===== src/rtl/cpu_bus_arbiter_pkg.sv =====
// Shared types, widths and command codes for the two-requester cache CPU-port arbiter.
package cpu_bus_arbiter_pkg;

    localparam int unsigned CMD_W  = 3;
    localparam int unsigned ADDR_W = 14;
    localparam int unsigned DATA_W = 32;
    localparam int unsigned CNT_W  = 16;

    localparam logic [CMD_W-1:0] NOP  = 3'd0;
    localparam logic [CMD_W-1:0] RD8  = 3'd1;
    localparam logic [CMD_W-1:0] RD16 = 3'd2;
    localparam logic [CMD_W-1:0] RD32 = 3'd3;
    localparam logic [CMD_W-1:0] INV  = 3'd4;
    localparam logic [CMD_W-1:0] WR8  = 3'd5;
    localparam logic [CMD_W-1:0] WR16 = 3'd6;
    localparam logic [CMD_W-1:0] WR32 = 3'd7;

    typedef enum logic [1:0] {
        IDLE  = 2'd0,
        ISSUE = 2'd1,
        WAIT  = 2'd2
    } state_e;

    typedef struct packed {
        logic [CMD_W-1:0]  cmd;
        logic [ADDR_W-1:0] addr;
        logic [DATA_W-1:0] wdata;
    } txn_t;

    // Read responses are trimmed to the access width; writes/invalidates return zero.
    function automatic logic [DATA_W-1:0] mask_rdata(input logic [CMD_W-1:0] cmd,
                                                     input logic [DATA_W-1:0] data);
        case (cmd)
            RD8:  return DATA_W'(data[7:0]);
            RD16: return DATA_W'(data[15:0]);
            RD32: return data;
            NOP, INV, WR8, WR16, WR32: return '0;
        endcase
    endfunction

    function automatic logic [CNT_W-1:0] sat_inc(input logic [CNT_W-1:0] v);
        return (v == '1) ? v : v + CNT_W'(1);
    endfunction

endpackage


===== src/rtl/cpu_bus_arbiter_if.sv =====
// Requester-side and cache-side bus of the arbiter; slave = arbiter, master = environment.
interface cpu_bus_arbiter_if;
    import cpu_bus_arbiter_pkg::*;

    logic [2*CMD_W-1:0]  req_cmd;
    logic [2*ADDR_W-1:0] req_addr;
    logic [2*DATA_W-1:0] req_wdata;
    logic [1:0]          req_ack;
    logic [1:0]          rsp_valid;
    logic [1:0]          rsp_err;
    logic [DATA_W-1:0]   rsp_data;
    logic [CMD_W-1:0]    c_cmd;
    logic [ADDR_W-1:0]   c_addr;
    logic [DATA_W-1:0]   c_wdata;
    logic                c_done;
    logic [DATA_W-1:0]   c_rdata;
    logic [2*CNT_W-1:0]  grant_cnt;

    modport slave (
        input  req_cmd, req_addr, req_wdata, c_done, c_rdata,
        output req_ack, rsp_valid, rsp_err, rsp_data, c_cmd, c_addr, c_wdata, grant_cnt
    );

    modport master (
        output req_cmd, req_addr, req_wdata, c_done, c_rdata,
        input  req_ack, rsp_valid, rsp_err, rsp_data, c_cmd, c_addr, c_wdata, grant_cnt
    );

endinterface


===== src/rtl/rr_arbiter2.sv =====
// Two-way round-robin pick: the favoured requester wins only when both are pending.
module rr_arbiter2 (
    input  logic [1:0] pending,
    input  logic       prio,
    output logic       pick_c,
    output logic       valid_c
);

    always_comb begin
        valid_c = |pending;
        pick_c  = 1'b0;
        case (pending)
            2'b10:   pick_c = 1'b1;
            2'b11:   pick_c = prio;
            default: pick_c = 1'b0;
        endcase
    end

endmodule


===== src/rtl/cpu_bus_arbiter.sv =====
// Arbitrates two CPU requesters onto a single cache port: grant, issue one cycle, wait for done or timeout.
module cpu_bus_arbiter
    import cpu_bus_arbiter_pkg::*;
#(
    parameter int unsigned TIMEOUT = 255
) (
    input  logic                    clk,
    input  logic                    reset,
    cpu_bus_arbiter_if.slave        bus
);

    state_e              state_q, state_d;
    txn_t                txn_q, txn_d;
    logic                owner_q, owner_d;
    logic                prio_q, prio_d;
    logic [CNT_W-1:0]    wcnt_q, wcnt_d;
    logic [CNT_W-1:0]    cnt0_q, cnt0_d;
    logic [CNT_W-1:0]    cnt1_q, cnt1_d;
    logic [1:0]          ack_q, ack_d;
    logic [1:0]          valid_q, valid_d;
    logic [1:0]          err_q, err_d;
    logic [DATA_W-1:0]   rdata_q, rdata_d;
    logic [CMD_W-1:0]    ccmd_q, ccmd_d;

    txn_t                req_txn [2];
    logic [1:0]          pending;
    logic                pick_c;
    logic                pick_valid_c;

    // Unpack the two requester lanes.
    assign req_txn[0] = {bus.req_cmd[CMD_W-1:0], bus.req_addr[ADDR_W-1:0],
                         bus.req_wdata[DATA_W-1:0]};
    assign req_txn[1] = {bus.req_cmd[2*CMD_W-1:CMD_W], bus.req_addr[2*ADDR_W-1:ADDR_W],
                         bus.req_wdata[2*DATA_W-1:DATA_W]};
    assign pending    = {|req_txn[1].cmd, |req_txn[0].cmd};

    rr_arbiter2 u_rr (
        .pending (pending),
        .prio    (prio_q),
        .pick_c  (pick_c),
        .valid_c (pick_valid_c)
    );

    // Next-state and registered-output computation.
    always_comb begin
        state_d = state_q;
        txn_d   = txn_q;
        owner_d = owner_q;
        prio_d  = prio_q;
        wcnt_d  = wcnt_q;
        cnt0_d  = cnt0_q;
        cnt1_d  = cnt1_q;
        ack_d   = '0;
        valid_d = '0;
        err_d   = '0;
        rdata_d = '0;
        ccmd_d  = '0;

        case (state_q)
            IDLE: begin
                if (pick_valid_c) begin
                    owner_d       = pick_c;
                    prio_d        = ~pick_c;
                    txn_d         = req_txn[pick_c];
                    ack_d[pick_c] = 1'b1;
                    ccmd_d        = req_txn[pick_c].cmd;
                    state_d       = ISSUE;
                    if (pick_c) cnt1_d = sat_inc(cnt1_q);
                    else        cnt0_d = sat_inc(cnt0_q);
                end
            end
            ISSUE: begin
                wcnt_d  = '0;
                state_d = WAIT;
            end
            WAIT: begin
                // Completion takes precedence over a timeout landing in the same cycle.
                if (bus.c_done) begin
                    valid_d[owner_q] = 1'b1;
                    rdata_d          = mask_rdata(txn_q.cmd, bus.c_rdata);
                    state_d          = IDLE;
                end else if (wcnt_q == CNT_W'(TIMEOUT - 1)) begin
                    err_d[owner_q] = 1'b1;
                    state_d        = IDLE;
                end else begin
                    wcnt_d = wcnt_q + CNT_W'(1);
                end
            end
            default: state_d = IDLE;
        endcase
    end

    always_ff @(posedge clk or negedge reset) begin
        if (!reset) begin
            state_q <= IDLE;
            txn_q   <= '0;
            owner_q <= 1'b0;
            prio_q  <= 1'b0;
            wcnt_q  <= '0;
            cnt0_q  <= '0;
            cnt1_q  <= '0;
            ack_q   <= '0;
            valid_q <= '0;
            err_q   <= '0;
            rdata_q <= '0;
            ccmd_q  <= '0;
        end else begin
            state_q <= state_d;
            txn_q   <= txn_d;
            owner_q <= owner_d;
            prio_q  <= prio_d;
            wcnt_q  <= wcnt_d;
            cnt0_q  <= cnt0_d;
            cnt1_q  <= cnt1_d;
            ack_q   <= ack_d;
            valid_q <= valid_d;
            err_q   <= err_d;
            rdata_q <= rdata_d;
            ccmd_q  <= ccmd_d;
        end
    end

    assign bus.req_ack   = ack_q;
    assign bus.rsp_valid = valid_q;
    assign bus.rsp_err   = err_q;
    assign bus.rsp_data  = rdata_q;
    assign bus.c_cmd     = ccmd_q;
    assign bus.c_addr    = txn_q.addr;
    assign bus.c_wdata   = txn_q.wdata;
    assign bus.grant_cnt = {cnt1_q, cnt0_q};

endmodule


===== src/flat_wrapper.sv =====
// flat-port wrapper written by rule: the top's interface ports become plain ports
module cpu_bus_arbiter_flat import cpu_bus_arbiter_pkg::*;
#(
    parameter int unsigned TIMEOUT = 255
)
  (clk, reset, bus_req_cmd, bus_req_addr, bus_req_wdata, bus_c_done, bus_c_rdata, bus_req_ack, bus_rsp_valid, bus_rsp_err, bus_rsp_data, bus_c_cmd, bus_c_addr, bus_c_wdata, bus_grant_cnt);
  cpu_bus_arbiter_if bus_i ();
  input  logic clk;
  input  logic reset;
  input wire logic [$bits(bus_i.req_cmd)-1:0] bus_req_cmd;
  input wire logic [$bits(bus_i.req_addr)-1:0] bus_req_addr;
  input wire logic [$bits(bus_i.req_wdata)-1:0] bus_req_wdata;
  input wire logic [$bits(bus_i.c_done)-1:0] bus_c_done;
  input wire logic [$bits(bus_i.c_rdata)-1:0] bus_c_rdata;
  output wire logic [$bits(bus_i.req_ack)-1:0] bus_req_ack;
  output wire logic [$bits(bus_i.rsp_valid)-1:0] bus_rsp_valid;
  output wire logic [$bits(bus_i.rsp_err)-1:0] bus_rsp_err;
  output wire logic [$bits(bus_i.rsp_data)-1:0] bus_rsp_data;
  output wire logic [$bits(bus_i.c_cmd)-1:0] bus_c_cmd;
  output wire logic [$bits(bus_i.c_addr)-1:0] bus_c_addr;
  output wire logic [$bits(bus_i.c_wdata)-1:0] bus_c_wdata;
  output wire logic [$bits(bus_i.grant_cnt)-1:0] bus_grant_cnt;
  assign bus_i.req_cmd = bus_req_cmd;
  assign bus_i.req_addr = bus_req_addr;
  assign bus_i.req_wdata = bus_req_wdata;
  assign bus_i.c_done = bus_c_done;
  assign bus_i.c_rdata = bus_c_rdata;
  assign bus_req_ack = bus_i.req_ack;
  assign bus_rsp_valid = bus_i.rsp_valid;
  assign bus_rsp_err = bus_i.rsp_err;
  assign bus_rsp_data = bus_i.rsp_data;
  assign bus_c_cmd = bus_i.c_cmd;
  assign bus_c_addr = bus_i.c_addr;
  assign bus_c_wdata = bus_i.c_wdata;
  assign bus_grant_cnt = bus_i.grant_cnt;
  cpu_bus_arbiter #(.TIMEOUT(TIMEOUT)) u_core (.clk(clk), .reset(reset), .bus(bus_i));
endmodule

===== config.mk =====
export PLATFORM = sky130hd
export DESIGN_NAME = cpu_bus_arbiter_flat
export DESIGN_NICKNAME = d
export VERILOG_FILES = /design/src/rtl/cpu_bus_arbiter_pkg.sv /design/src/rtl/cpu_bus_arbiter_if.sv /design/src/rtl/rr_arbiter2.sv /design/src/rtl/cpu_bus_arbiter.sv /design/src/flat_wrapper.sv
export SDC_FILE = /design/constraint.sdc
export NUM_CORES = 1
export LEC_CHECK = 0
export CORE_MARGIN = 2
export CORE_UTILIZATION = 43
export CTS_CLUSTER_SIZE = 24
export DETAILED_ROUTE_END_ITERATION = 10
export PLACE_DENSITY = 0.79
export SETUP_SLACK_MARGIN = 0.2
export SYNTH_ARGS = -nofsm -noshare
export SYNTH_HDL_FRONTEND = slang
export SYNTH_SLANG_ARGS = --single-unit

===== constraint.sdc =====
create_clock -name clk -period 2.66 [get_ports clk]
set_input_delay 0.532 -clock clk [delete_from_list [all_inputs] [get_ports clk]]
set_output_delay 0.532 -clock clk [all_outputs]
set_load 0.02 [all_outputs]

==> results_dict.tcl <==
set metrics [dict create \
    cts_buffers 17 \
    path_clk_slew_ps 60 \
    synth_area_um2 6130 \
    tns_ps 0 \
    cts.sinks 142 \
    synth-seq-cells 142 \
    synthMuxAreaShare_pct 0.673 \
    required_ps 2960 \
    critPathLaunchType "input pin" \
    critPathArrivalTime_ps 2610 \
    synthAdderAreaFrac_pct 0.816 \
    htreeDepth 4 \
    cpPeakStageDelay_ps 450 \
    grt.total_usage_pct 23.1 \
    ctsLongestPathBuffers 2 \
    synth_xor_area_share_pct 5.14 \
    grt_max_degree 60 \
    area_growth_pct 51.2 \
    num_vias 5087 \
    timing_hold_violations_final 0 \
    critical_path_class "in2reg" \
    hp-class "in2async" \
    drive_above_1_share_pct 8.03 \
    vdd_drop_max_mv 0.533 \
    yosys_warnings 0 \
    stdcell_count 952 \
    tightest_slew_ps 647 \
    via_per_inst 5.34 \
    dieArea_um2 15200 \
    layout_commonest_cell "clkdlybuf4s50_1" \
    grt_pass1_vias 5242 \
    place_area_um2 8650 \
    drv_slew 0 \
    syn_area_per_cell_um2 11.4 \
    synth_top_family_by_area "simple AND/OR/NAND/NOR gates" \
    rsz0062_at_grt "false" \
    p_leak_nw 4.25 \
    max_freq_mhz 433 \
    powerDensity_nw_per_um2 998 \
    diodes 0 \
    drt_iter0_markers 521 \
    clk_latency_ps 420 \
    cts-hold-fix-buffers 0 \
    post_cts_buffers 0 \
    synthFlopType "dfrtp_1" \
    port_buffers 251 \
    fp.dieH_um 123 \
    fin_skew_ps 6.26 \
    end_kind "flip-flop" \
    period_minus_slack_ps 2310 \
    async_flop_share_pct 100 \
    core_area_um2 13900 \
    slew_headroom_pct 56.7 \
    status "finished clean" \
    nNetsFinal 896 \
    antenna_found_initial 1 \
    fin_area_um2 9280 \
    initial_core_util_pct 44.2 \
    die_w_um 123 \
    period_share_pct 86.9 \
    rows 43 \
    drv_cap 0 \
    synth_compound_area_share_pct 11.4 \
    ios 252 \
    layout_common_cells "250 x clkdlybuf4s50_1, 142 x dfrtp_1, 56 x inv_1" \
    synthCells 537 \
    syn_nets 674 \
    globalplace.congestion 0.839 \
    drc_errors 0 \
    final_antenna_net_count 0 \
    synth_edf_count 0 \
    cp_max_fo 8 \
    grt_pass1_wl_um 26500 \
    cts_root_buf "clkbuf_16" \
    hpwl_um 13100 \
    worstPathCellList "clkdlybuf4s50_1 > or3_4 > a2111oi_4 > buf_4 > o31a_2 > buf_12 > nand4_1 > xnor2_1" \
    dr.pass1.iters 8 \
    ys_seq_area_share_pct 57.9 \
    place_inst 920 \
    wl_per_cell_um 18.9 \
    setup_violations 0 \
    gr-total-overflow 0 \
    ys_types 45 \
    cts_tree "yes" \
    wl_um 18000 \
    yosys.area_share.simple_pct 13.4 \
    slowest_stage "clkdlybuf4s50_1" \
]
[worst max-delay path: cells and delay by family]
kind,cells,cell delay (ps)
XOR/XNOR,1,150
AO/OA/AOI/OAI,2,580
buffers and inverters,3,810
AND/OR/NAND/NOR,2,540
[synth_stat cells (2+ instances only)]
cell        n  area share, %
dfrtp_1   142             58
inv_1      56            3.4
a222oi_1   46            7.5
buf_4      46            5.6
nand3_1    27            2.2
nor2_1     27            1.7
xnor2_1    25            3.6
and3_1     21            2.1
nand2_1    21            1.3
clkbuf_1   18            1.1
and2_1     17            1.7
xor2_1     11            1.6
nand4_1    10            1.0
nor3_1      6           0.49
nor4_1      6           0.61
o21ai_0     6           0.49
a21oi_1     5           0.41
ha_1        4           0.82
a22o_1      3           0.43
and4_1      3           0.43
mux2i_1     3           0.49
nand3b_1    3           0.37
nor3b_1     3           0.37
buf_1       2           0.12
buf_2       2           0.16
nand2b_1    2           0.20
o211a_1     2           0.33
o211ai_1    2           0.24
o41ai_2     2           0.53
[cell type report]
class / instances / area, um2
flip-flops and latches: 142 / 3550
clock buffers: 19 / 443
repair buffers: 272 / 2720
fillers: 990 / 4610
well taps: 180 / 225
clock inverters: 13 / 166
multi-input cells: 270 / 1960
inverters: 56 / 210
[sequential cells by signal (all words and copies together) (netlist names), 2 cells and up]
signal                flops
u_core.bus.req_ack        2
u_core.bus.rsp_data      32
u_core.bus.c_cmd          3
u_core.bus.rsp_err        2
u_core.wcnt_q            16
u_core.bus.c_wdata       32
u_core.state_q            2
u_core.bus.c_addr        14
u_core.bus.rsp_valid      2
u_core.cnt1_q            16
u_core.cnt0_q            16
u_core.txn_q              3
[cells by family after synthesis]
| family | Yosys count |
|---|---|
| buffers and inverters | 125 |
| xor gates and xnor gates | 36 |
| muxes | 4 |
| AOI/OAI and AO/OA | 74 |
| DFF | 142 |
| and+or+nand+nor | 152 |
| adders and majority gates | 4 |
[power breakdown]
part / leakage (nW) / switching (mW) / total (mW) / internal [mW]
logic: 2.09 / 1.93 / 3.67 / 1.74
clock network: 0.289 / 0.909 / 2.41 / 1.50
registers: 1.87 / 0.454 / 3.18 / 2.73
[final timing paths]
| kind | slack [ps] | to | cells after the start | startpoint |
|---|---|---|---|---|
| worst max-delay path | 350 | u_core.cnt0_q[7] | 8 | bus_req_cmd[3] |
| worst min-delay path | 90 | u_core.cnt1_q[14] | 1 | reset |
| worst max register to register | 500 | u_core.cnt1_q[9] | 5 | u_core.cnt1_q[0] |
| worst min register to register | 500 | u_core.wcnt_q[5] | 1 | u_core.wcnt_q[5] |
| max in group asynchronous | 1820 | u_core.bus.rsp_data[16] | 2 | reset |
| min in group clk | 500 | u_core.wcnt_q[5] | 1 | u_core.wcnt_q[5] |
[through the flow]
| stage | setup WS, ps | hold slack [ps] | utilization [%] | power (mW) |
|---|---|---|---|---|
| 6_report | 349 | 85.5 | 66.8 | 9.26 |
| 5_1_grt | 277 | 119 | 66.8 | 9.76 |
| 4_1_cts | 330 | 95.2 | 66.7 | 9.31 |
| 3_5_place_dp | -67.1 | 483 | 62.3 | 6.86 |
| 3_3_place_gp | -18.9 | 462 | 62.3 | 6.72 |
| 2_1_floorplan | 511 | 236 | - | 5.50 |
[routing by layer]
| metal | track usage (%) | vias to the layer above | share of wire, % |
|---|---|---|---|
| li1 | - | 2305 | - |
| met1 | 26.5 | 2532 | 39 |
| met2 | 40.4 | 211 | 51 |
| met3 | 6.18 | 37 | 6.9 |
| met4 | 10.2 | 2 | 2.7 |
| met5 | 0 | - | 0.072 |
[timing repair]
item                                   CTS  global route
setup endpoints to repair                0             4
gates resized for setup                  0             1
endpoints found under the hold margin    0             0
Note: power is estimated with default switching activity, not from simulation.
